--- config.mk ---
export PLATFORM = sky130hd
export DESIGN_NAME = aes_cbc_pkcs7_pad
export DESIGN_NICKNAME = d
export VERILOG_FILES = /design/src/rtl/aes_cbc_pkcs7_pad.sv
export SDC_FILE = /design/constraint.sdc
export NUM_CORES = 1
export LEC_CHECK = 0
export CORE_MARGIN = 2
export CORE_UTILIZATION = 50
export DETAILED_ROUTE_END_ITERATION = 8
export DONT_BUFFER_PORTS = 1
export SYNTH_ARGS = -nofsm -noshare
export SYNTH_HDL_FRONTEND = slang
export SYNTH_SLANG_ARGS = --single-unit
--- constraint.sdc ---
create_clock -name Clk -period 5.5 [get_ports Clk]
set_input_delay 1.65 -clock Clk [delete_from_list [all_inputs] [get_ports Clk]]
set_output_delay 1.65 -clock Clk [all_outputs]
set_load 0.05 [all_outputs]
--- src/rtl/aes_cbc_pkcs7_pad.sv ---
// Framing stage ahead of the AES-256-CBC core: forwards key+IV and appends PKCS#7 padding to encrypt payloads.
// Optional AES_PAD_DEC_CHECK_EN: zero-pads misaligned decrypt frames to a block boundary and raises sticky Len_err.
module aes_cbc_pkcs7_pad #(
    parameter int HDR_BYTES = 48,
    parameter int BLK_BYTES = 16
) (
    input  logic       Clk,
    input  logic       Rst_n,
    input  logic [7:0] S_axis_tdata,
    input  logic       S_axis_tkeep,
    input  logic       S_axis_tuser,
    input  logic       S_axis_tlast,
    input  logic       S_axis_tvalid,
    output logic       S_axis_tready,
    output logic [7:0] M_axis_tdata,
    output logic       M_axis_tkeep,
    output logic       M_axis_tuser,
    output logic       M_axis_tlast,
    output logic       M_axis_tvalid,
    input  logic       M_axis_tready
`ifdef AES_PAD_DEC_CHECK_EN
    ,
    output logic       Len_err
`endif
);
    localparam int HDR_W = $clog2(HDR_BYTES);
    localparam int BLK_W = $clog2(BLK_BYTES);
    localparam int PAD_W = BLK_W + 1;

    typedef enum logic [1:0] {
        ST_HDR  = 2'd0,
        ST_DATA = 2'd1,
        ST_PAD  = 2'd2
    } state_t;

    state_t           state_r, state_nxt_s;
    logic [HDR_W-1:0] hdr_cnt_r, hdr_cnt_nxt_s;
    logic [BLK_W-1:0] blk_cnt_r, blk_cnt_nxt_s;
    logic [PAD_W-1:0] pad_cnt_r, pad_cnt_nxt_s;
    logic [PAD_W-1:0] pad_val_r, pad_val_nxt_s;
    logic             enc_r, enc_nxt_s;

    logic [7:0]       m_tdata_r;
    logic             m_tkeep_r, m_tuser_r, m_tlast_r, m_tvalid_r;

    logic             slice_free_s, s_ready_s, s_acc_s, enc_cur_s, pad_last_s;
    logic             load_s, load_last_s;
    logic [7:0]       load_data_s, pad_byte_s;
    logic [BLK_W-1:0] blk_inc_s;
    logic [PAD_W-1:0] tail_pad_s;
    logic             unused_tkeep_s;
`ifdef AES_PAD_DEC_CHECK_EN
    logic             err_set_s;
    logic             len_err_r;
`endif

    assign unused_tkeep_s = S_axis_tkeep;

    assign slice_free_s = !m_tvalid_r || M_axis_tready;
    assign s_ready_s    = (state_r != ST_PAD) && slice_free_s;
    assign s_acc_s      = S_axis_tvalid && s_ready_s;
    // The first header byte selects the direction; the registered copy is valid only from the next beat on.
    assign enc_cur_s    = (state_r == ST_HDR && hdr_cnt_r == {HDR_W{1'b0}}) ? S_axis_tuser : enc_r;
    assign blk_inc_s    = blk_cnt_r + BLK_W'(1);
    assign tail_pad_s   = (blk_inc_s == {BLK_W{1'b0}}) ? PAD_W'(BLK_BYTES)
                                                       : PAD_W'(BLK_BYTES) - PAD_W'(blk_inc_s);
    assign pad_last_s   = (pad_cnt_r == pad_val_r - PAD_W'(1));
    assign pad_byte_s   = enc_r ? {{(8-PAD_W){1'b0}}, pad_val_r} : 8'h00;

    // Next-state, counter updates and output slice load selection.
    always_comb begin
        state_nxt_s   = state_r;
        hdr_cnt_nxt_s = hdr_cnt_r;
        blk_cnt_nxt_s = blk_cnt_r;
        pad_cnt_nxt_s = pad_cnt_r;
        pad_val_nxt_s = pad_val_r;
        enc_nxt_s     = enc_r;
        load_s        = 1'b0;
        load_data_s   = S_axis_tdata;
        load_last_s   = 1'b0;
`ifdef AES_PAD_DEC_CHECK_EN
        err_set_s     = 1'b0;
`endif
        case (state_r)
            ST_HDR: begin
                if (s_acc_s) begin
                    load_s    = 1'b1;
                    enc_nxt_s = enc_cur_s;
                    if (hdr_cnt_r == HDR_W'(HDR_BYTES - 1)) begin
                        hdr_cnt_nxt_s = {HDR_W{1'b0}};
                        blk_cnt_nxt_s = {BLK_W{1'b0}};
                        if (!S_axis_tlast) begin
                            state_nxt_s = ST_DATA;
                        end else if (enc_cur_s) begin
                            state_nxt_s   = ST_PAD;
                            pad_val_nxt_s = PAD_W'(BLK_BYTES);
                            pad_cnt_nxt_s = {PAD_W{1'b0}};
                        end else begin
                            load_last_s = 1'b1;
                            state_nxt_s = ST_HDR;
                        end
                    end else begin
                        hdr_cnt_nxt_s = hdr_cnt_r + HDR_W'(1);
                    end
                end else begin
                    state_nxt_s = ST_HDR;
                end
            end
            ST_DATA: begin
                if (s_acc_s) begin
                    load_s        = 1'b1;
                    blk_cnt_nxt_s = blk_inc_s;
                    if (!S_axis_tlast) begin
                        state_nxt_s = ST_DATA;
                    end else if (enc_r) begin
                        state_nxt_s   = ST_PAD;
                        pad_val_nxt_s = tail_pad_s;
                        pad_cnt_nxt_s = {PAD_W{1'b0}};
`ifdef AES_PAD_DEC_CHECK_EN
                    end else if (blk_inc_s != {BLK_W{1'b0}}) begin
                        state_nxt_s   = ST_PAD;
                        pad_val_nxt_s = tail_pad_s;
                        pad_cnt_nxt_s = {PAD_W{1'b0}};
                        err_set_s     = 1'b1;
`endif
                    end else begin
                        load_last_s = 1'b1;
                        state_nxt_s = ST_HDR;
                    end
                end else begin
                    state_nxt_s = ST_DATA;
                end
            end
            ST_PAD: begin
                if (slice_free_s) begin
                    load_s      = 1'b1;
                    load_data_s = pad_byte_s;
                    if (pad_last_s) begin
                        load_last_s   = 1'b1;
                        pad_cnt_nxt_s = {PAD_W{1'b0}};
                        state_nxt_s   = ST_HDR;
                    end else begin
                        pad_cnt_nxt_s = pad_cnt_r + PAD_W'(1);
                    end
                end else begin
                    state_nxt_s = ST_PAD;
                end
            end
            default: begin
                state_nxt_s = ST_HDR;
            end
        endcase
    end

    // FSM state and frame counters.
    always_ff @(posedge Clk) begin
        if (!Rst_n) begin
            state_r   <= ST_HDR;
            hdr_cnt_r <= {HDR_W{1'b0}};
            blk_cnt_r <= {BLK_W{1'b0}};
            pad_cnt_r <= {PAD_W{1'b0}};
            pad_val_r <= {PAD_W{1'b0}};
            enc_r     <= 1'b0;
        end else begin
            state_r   <= state_nxt_s;
            hdr_cnt_r <= hdr_cnt_nxt_s;
            blk_cnt_r <= blk_cnt_nxt_s;
            pad_cnt_r <= pad_cnt_nxt_s;
            pad_val_r <= pad_val_nxt_s;
            enc_r     <= enc_nxt_s;
        end
    end

    // Output register slice: loads when empty or draining, otherwise holds every field.
    always_ff @(posedge Clk) begin
        if (!Rst_n) begin
            m_tvalid_r <= 1'b0;
            m_tdata_r  <= 8'h00;
            m_tlast_r  <= 1'b0;
            m_tuser_r  <= 1'b0;
            m_tkeep_r  <= 1'b0;
        end else if (load_s) begin
            m_tvalid_r <= 1'b1;
            m_tdata_r  <= load_data_s;
            m_tlast_r  <= load_last_s;
            m_tuser_r  <= enc_cur_s;
            m_tkeep_r  <= 1'b1;
        end else if (M_axis_tready) begin
            m_tvalid_r <= 1'b0;
        end
    end

`ifdef AES_PAD_DEC_CHECK_EN
    // Sticky length-error flag, cleared only by reset.
    always_ff @(posedge Clk) begin
        if (!Rst_n) begin
            len_err_r <= 1'b0;
        end else if (err_set_s) begin
            len_err_r <= 1'b1;
        end
    end

    assign Len_err = len_err_r;
`endif

    assign S_axis_tready = s_ready_s;
    assign M_axis_tdata  = m_tdata_r;
    assign M_axis_tkeep  = m_tkeep_r;
    assign M_axis_tuser  = m_tuser_r;
    assign M_axis_tlast  = m_tlast_r;
    assign M_axis_tvalid = m_tvalid_r;

endmodule

==> metrics.md, run 1 <==
| Metric | Value |
|---|---|
| Status | `completed` |
| Worst Tran Pin Value | `1.01 ns` |
| Final core utilization | `between 50 and 60%` |
| Multi-input logic area | `1170 um^2` |
| YS warnings | `0` |
| Area leader, netlist | `dfxtp_1` |
| Antenna diodes | `0` |
| Resized cells post-CTS | `0` |
| Top post-synthesis cells by area | `dfxtp_1, a21oi_1, nand3_1, nor2_1, xnor2_1` |
| Share of the synthesized area in the top cell type | `35.4%` |
| Final-report setup violation count | `0` |
| Layout cell share with drive strength beyond 1 | `7.56%` |
| Pre-antenna DRT Iters | `4` |
| Pin count of the biggest net entering global routing | `32` |
| Number of max-cap violations | `0` |
| Gr ovfl total | `0` |
| TritonCTS Sinks | `35` |
| Largest stage delay, worst path | `between 0.7 and 0.8 ns` |
| Delay-heaviest family, CP | `simple AND/OR/NAND/NOR gates` |
| Routed vias | `1814` |
| Cells after Synth | `approximately 240` |
| Die area | `4480 um^2` |
| Chip Height | `between 60 and 70 um` |
| All-Layer GR Usage | `a little under a quarter` |
| Leakage Power | `between 0.7 and 0.8 nW` |
| Io pins | `28` |
| Final Cycle Share | `between 70% and 80%` |
| CP Capture Type | `output port` |
| Setup repair bufs after CTS | `0` |
| Register area | `approximately 700 um^2` |
| PnR Total Power | `between 0.6 and 0.7 mW` |
| Drt drc | `0` |
| TritonCTS clock tree | `built` |
| Critical path arrival | `around 2.5 ns` |
| Setup slack after layout | `between 1 and 1.5 ns` |
| Hold Path Sink | `hdr_cnt_r[5]` |
| Buf+Inv Stages, Crit Path | `0` |
| Via density | `around 6.3` |
| Crit path cell chain | `nor2b_1 > nor2_1` |
| Ys async rst share | `0%` |
| Hpwl dp | `about 3300 um` |
| Reg2Reg Capture Point | `pad_cnt_r[4]` |
| Post-Syn Area | `just under 2000 um^2` |
| Area Growth Syn to Fin | `5.25%` |
| Initial antenna violation count | `0` |
| Vias in the first global route | `between 1500 and 2000` |
| Final hold violation count | `0` |
| R2R setup slack | `2.94 ns` |
| Maximum clock path buffer count | `2` |
| WHS Path Cells | `2` |
| Worst path slowest cell | `nor2_1` |
| Clock buffer count from CTS | `5` |
| R2r worst-path depth | `5` |
| # port buffers | `0` |
| Max_slew headroom | `about 33%` |
| Final wirelength | `4710 um` |
| Peak VDD IR | `0.131 mV` |
| Row count | `22` |
| Routability cong. | `between 0.8 and 0.9` |
| Nets | `about 260` |
| Min Tclk post-route | `4.15 ns` |
| Pwr Density | `292 nW/um^2` |
| Hold slack | `around 0.53 ns` |
| Global-route wire length before repair | `roughly 7800 um` |
| Setup_tns | `0 ns` |
| RR Startpoint | `M_axis_tvalid` |
| Layout Skew | `~0.0091 ns` |
| Critical path fanouts, max | `7` |
| Netlist cell types | `50` |
| Initial Util | `between 50% and 60%` |
| Max Freq | `~240 MHz` |
| Post-CTS Hold Buffers | `0` |
| WP data required | `around 3.9 ns` |
| Final slew viol count | `0` |
| Initial DRC Count | `~120` |
| HP Class | `reg -> reg` |
| Die W | `66.9 um` |
| Placement Setup Slack | `between 1 and 1.5 ns` |
| Per-cell routed wire length | `~16 um` |
| CP startpoint kind | `input port` |
| Crit Path Category | `in -> out` |
| Register area share after synthesis | `around 35%` |
| Seq cells post-synth | `35` |
| Post-synth top flop | `dfxtp_1` |
| Remaining antenna violation count after routing | `0` |
| Fillers | `approximately 350` |
| Core Box Area | `3740 um^2` |
| EDFF count, synth | `0` |
| Syn nets | `roughly 260` |
| Syn Area/Cell | `around 8 um^2` |
| CTS H-tree lvls | `2` |
| Clk_lat worst skew | `approximately 0.29 ns` |
| Clock slew at reported path FFs | `approximately 0.070 ns` |
| Root Buffer | `clkbuf_8` |
| RSZ-0062 raised after global routing | `false` |
| Critical hold path startpoint | `hdr_cnt_r[5]` |
metrics by stage:
stage                     area, um^2  cells
final                           2080    286
after global routing            2080    286
after CTS                       2080    286
after detailed placement        1970    278
after global placement          1970    278
after floorplan                 1980    244
report_power, final:
part / total (mW) / leakage (nW) / switching [mW] / internal (mW)
clock network: 0.233 / 0.0581 / 0.0986 / 0.135
logic: 0.0684 / 0.377 / 0.0456 / 0.0229
registers: 0.305 / 0.285 / 0.0402 / 0.265
cells in the final DEF (no fill, tap or decap), types with 4 or more instances in the layout:
cell | Yosys | routed
nor2b_1 | 4 | 4
nor3_1 | 11 | 11
nand2_1 | 15 | 15
a311oi_1 | 4 | 4
xnor2_1 | 8 | 8
o21ai_0 | 12 | 12
inv_1 | 9 | 9
and3_1 | 5 | 5
ha_1 | 5 | 5
nor2_1 | 22 | 22
or4_1 | 5 | 5
a21oi_1 | 21 | 21
clkbuf_8 | 0 | 5
nand3_1 | 18 | 18
dfxtp_1 | 35 | 35
nand2b_1 | 4 | 4
cells by family after synthesis:
family          synth area share (%)
mux                             1.52
simple gates                    28.8
xor+xnor                        4.43
buf+inv                         5.19
fa+ha+maj                       3.16
compound gates                  21.4
flops                           35.4
sequential cells by signal, indices dropped and copies added (netlist names):
signal,count
hdr_cnt_r,6
pad_cnt_r,5
enc_r,1
blk_cnt_r,4
M_axis_tkeep,1
pad_val_r,5
M_axis_tvalid,1
M_axis_tdata,8
state_r,2
M_axis_tlast,1
M_axis_tuser,1
synth_stat cells (4+ instances only):
cell / instances
nand2b_1: 4
nor2_1: 22
buf_2: 4
xnor2_1: 8
o21ai_0: 12
dfxtp_1: 35
a311oi_1: 4
nand2_1: 15
or4_1: 5
nand3_1: 18
nor2b_1: 4
a21oi_1: 21
and3_1: 5
inv_1: 9
nor3_1: 11
ha_1: 5
clkbuf_1: 7
per-layer routing:
metal	up-vias	GRT usage [%]	routed length (um)
met5	-	0	0
met1	860	29.4	2200
met2	58	37.4	2130
li1	890	-	-
met3	6	5.91	302
met4	0	9.18	71
cell type report:
cell class                 count  share of cell area [%]
multi-input combinational    186                    56.4
sequential                    35                    33.7
clock buffer                   5                    3.31
tap                           48                    2.88
clock inverter                 3                    2.10
inverter                       9                    1.62
worst max path at each step:
| stage | startpoint | depth (start not counted) | end |
|---|---|---|---|
| 2_1_floorplan | M_axis_tready | 3 | S_axis_tready |
| 6_report | M_axis_tready | 2 | S_axis_tready |
| 3_5_place_dp | M_axis_tready | 2 | S_axis_tready |
| 4_1_cts | M_axis_tready | 2 | S_axis_tready |
| 5_1_grt | M_axis_tready | 2 | S_axis_tready |
| 3_3_place_gp | M_axis_tready | 2 | S_axis_tready |
(Power assumes the default switching activity.)
==> run 2, diff against run 1 <==
--- a/config.mk
+++ b/config.mk
@@ -9,6 +9,7 @@
 export CORE_UTILIZATION = 50
 export DETAILED_ROUTE_END_ITERATION = 8
 export DONT_BUFFER_PORTS = 1
+export PLACE_DENSITY = 0.68
 export SYNTH_ARGS = -nofsm -noshare
 export SYNTH_HDL_FRONTEND = slang
 export SYNTH_SLANG_ARGS = --single-unit
==> constraint.sdc (replaced) <==
create_clock -name Clk -period 3.6 [get_ports Clk]
set_input_delay 1.08 -clock Clk [delete_from_list [all_inputs] [get_ports Clk]]
set_output_delay 1.08 -clock Clk [all_outputs]
set_load 0.05 [all_outputs]
==> run 2 against run 1 <==
Compared with the run above: utilization fell by 0.77 points; total power grew 40%; first-iteration DRC count is 6.0% higher; sequential cell count unchanged; cell count did not move; via count shrank 2.4%; die area unchanged; largest cell class unchanged.
==> metrics.md, run 2 (synthesis gave the netlist of run 1 again) <==
| Metric | Value |
|---|---|
| Initial DRC Count | `123 (was 116)` |
| RSZ-0062 raised after global routing | `false (unchanged)` |
| # port buffers | `0 (unchanged)` |
| Status | `completed (unchanged)` |
| Pin count of the biggest net entering global routing | `32 (unchanged)` |
| CP Capture Type | `output port (unchanged)` |
| Max_slew headroom | `31.1% (was 32.6%)` |
| Hold Path Sink | `hdr_cnt_r[1] (was hdr_cnt_r[5])` |
| HP Class | `reg -> reg (unchanged)` |
| Root Buffer | `clkbuf_8 (unchanged)` |
| TritonCTS Sinks | `35 (unchanged)` |
| Row count | `22 (unchanged)` |
| Post-CTS Hold Buffers | `0 (unchanged)` |
| Nets | `257 (unchanged)` |
| All-Layer GR Usage | `22.1% (was 23.2%)` |
| Commonest non-fill, non-tap cell in the layout | `dfxtp_1 (unchanged)` |
| Setup slack after layout | `0.520 ns (was 1.35 ns)` |
| Antenna diodes | `0 (unchanged)` |
| Final-report setup violation count | `0 (unchanged)` |
| Vias in the first global route | `1649 (was 1695)` |
| CP startpoint kind | `register (was input port)` |
| Setup_tns | `0 ns (unchanged)` |
| Design Area, Final | `2050 um^2 (was 2080 um^2)` |
| Drt drc | `0 (unchanged)` |
| Most frequent cells in the layout | `dfxtp_1, nor2_1, a21oi_1 (unchanged)` |
| Initial Util | `52.8% (unchanged)` |
| Layout cell share with drive strength beyond 1 | `7.56% (unchanged)` |
| Final core utilization | `54.8% (was 55.6%)` |
| Hold slack | `0.512 ns (was 0.525 ns)` |
| Via density | `6.19 (was 6.34)` |
| Clk_lat worst skew | `0.29 ns (about the same)` |
| Crit Path Category | `reg -> out (was in -> out)` |
| PnR Total Power | `0.849 mW (was 0.607 mW)` |
| Die area | `4480 um^2 (unchanged)` |
| Remaining antenna violation count after routing | `0 (unchanged)` |
| Routability cong. | `0.819 (was 0.832)` |
| Fin cells | `286 (unchanged)` |
| Core Box Area | `3740 um^2 (unchanged)` |
| Min Tclk post-route | `between 3 and 4 ns` |
| Maximum clock path buffer count | `2 (unchanged)` |
| Routed vias | `1770 (was 1814)` |
| Area Growth Syn to Fin | `3.80% (was 5.25%)` |
| Die W | `66.9 um (unchanged)` |
| Max reg flops | `8 (unchanged)` |
| Hpwl dp | `3150 um (was 3330 um)` |
| Final Cycle Share | `a little under nine tenths` |
| Final hold violation count | `0 (unchanged)` |
| Gr ovfl total | `0 (unchanged)` |
| TritonCTS clock tree | `built (unchanged)` |
| Io pins | `28 (unchanged)` |
| Final wirelength | `4510 um (was 4710 um)` |
| Placed cells | `278 (unchanged)` |
| Per-cell routed wire length | `15.8 um (was 16.5 um)` |
| Clock slew at reported path FFs | `0.07 ns (about the same)` |
| Critical path fanouts, max | `14 (was 7)` |
| WP data required | `2.52 ns (was 3.85 ns)` |
| R2R setup slack | `1.09 ns (was 2.94 ns)` |
| Number of max-cap violations | `0 (unchanged)` |
| Fillers | `371 (was 354)` |
| Critical path arrival | `2.00 ns (was 2.50 ns)` |
| Chip Height | `66.9 um (unchanged)` |
| Critical hold path startpoint | `hdr_cnt_r[1] (was hdr_cnt_r[5])` |
| Max Freq | `around 320 MHz` |
| WHS Path Cells | `2 (unchanged)` |
| Cell area after placement | `1970 um^2 (unchanged)` |
| Final slew viol count | `0 (unchanged)` |
| Worst Tran Pin Value | `1.03 ns (was 1.01 ns)` |
| Leakage Power | `0.710 nW (was 0.720 nW)` |
| R2r worst-path depth | `5 (unchanged)` |
| Initial antenna violation count | `0 (unchanged)` |
| CTS H-tree lvls | `2 (unchanged)` |
| Placement Setup Slack | `0.605 ns (was 1.35 ns)` |
| Layout Skew | `0.00603 ns (was 0.00909 ns)` |
| RR Startpoint | `M_axis_tvalid (unchanged)` |
| Pwr Density | `414 nW/um^2 (was 292 nW/um^2)` |
| Peak VDD IR | `0.305 mV (was 0.131 mV)` |
| Global-route wire length before repair | `7570 um (was 7800 um)` |
| Pre-antenna DRT Iters | `4 (unchanged)` |
| Clock buffer count from CTS | `5 (unchanged)` |
| Resized cells post-CTS | `0 (unchanged)` |
| Reg2Reg Capture Point | `pad_val_r[0] (was pad_cnt_r[4])` |
| Setup repair bufs after CTS | `0 (unchanged)` |
run 2: how the worst max path moves through the flow:
stage,from,endpoint,slack (ns)
floorplan,M_axis_tready,S_axis_tready,0.55
global route,state_r[0],S_axis_tready,0.42
CTS,state_r[0],S_axis_tready,0.55
finish,state_r[0],S_axis_tready,0.52
detailed placement,M_axis_tready,S_axis_tready,0.60
global placement,M_axis_tready,pad_cnt_r[2],0.61
run 2: metal layers:
layer / track usage (%) / routed length (um) / vias to the layer above
met5: 0 / 0 / -
met1: 28.7 / 2110 / 826
met4: 9.44 / 81 / 0
met3: 5.74 / 248 / 9
met2: 34.5 / 2070 / 43
li1: - / - / 892
run 2: critical path, cell delays in order, from the launching register on:
cell and delay (ns):
dfxtp_1 0.66, nor2b_1 0.28, nor2_1 0.77
run 2: power by group:
group / switching [mW] / internal (mW) / leakage, nW
logic: 0.0683 / 0.0348 / 0.377
registers: 0.0615 / 0.405 / 0.285
clock network: 0.148 / 0.132 / 0.0477
total: 0.277 / 0.572 / 0.710
run 2: layout make-up:
cell class	instances	area, um^2	share of cell area (%)
clock inverters	3	15.0	0.731
multi-input cells	186	1170	57.2
flip-flops and latches	35	701	34.1
well taps	48	60.1	2.93
inverters	9	33.8	1.65
clock buffers	5	68.8	3.35
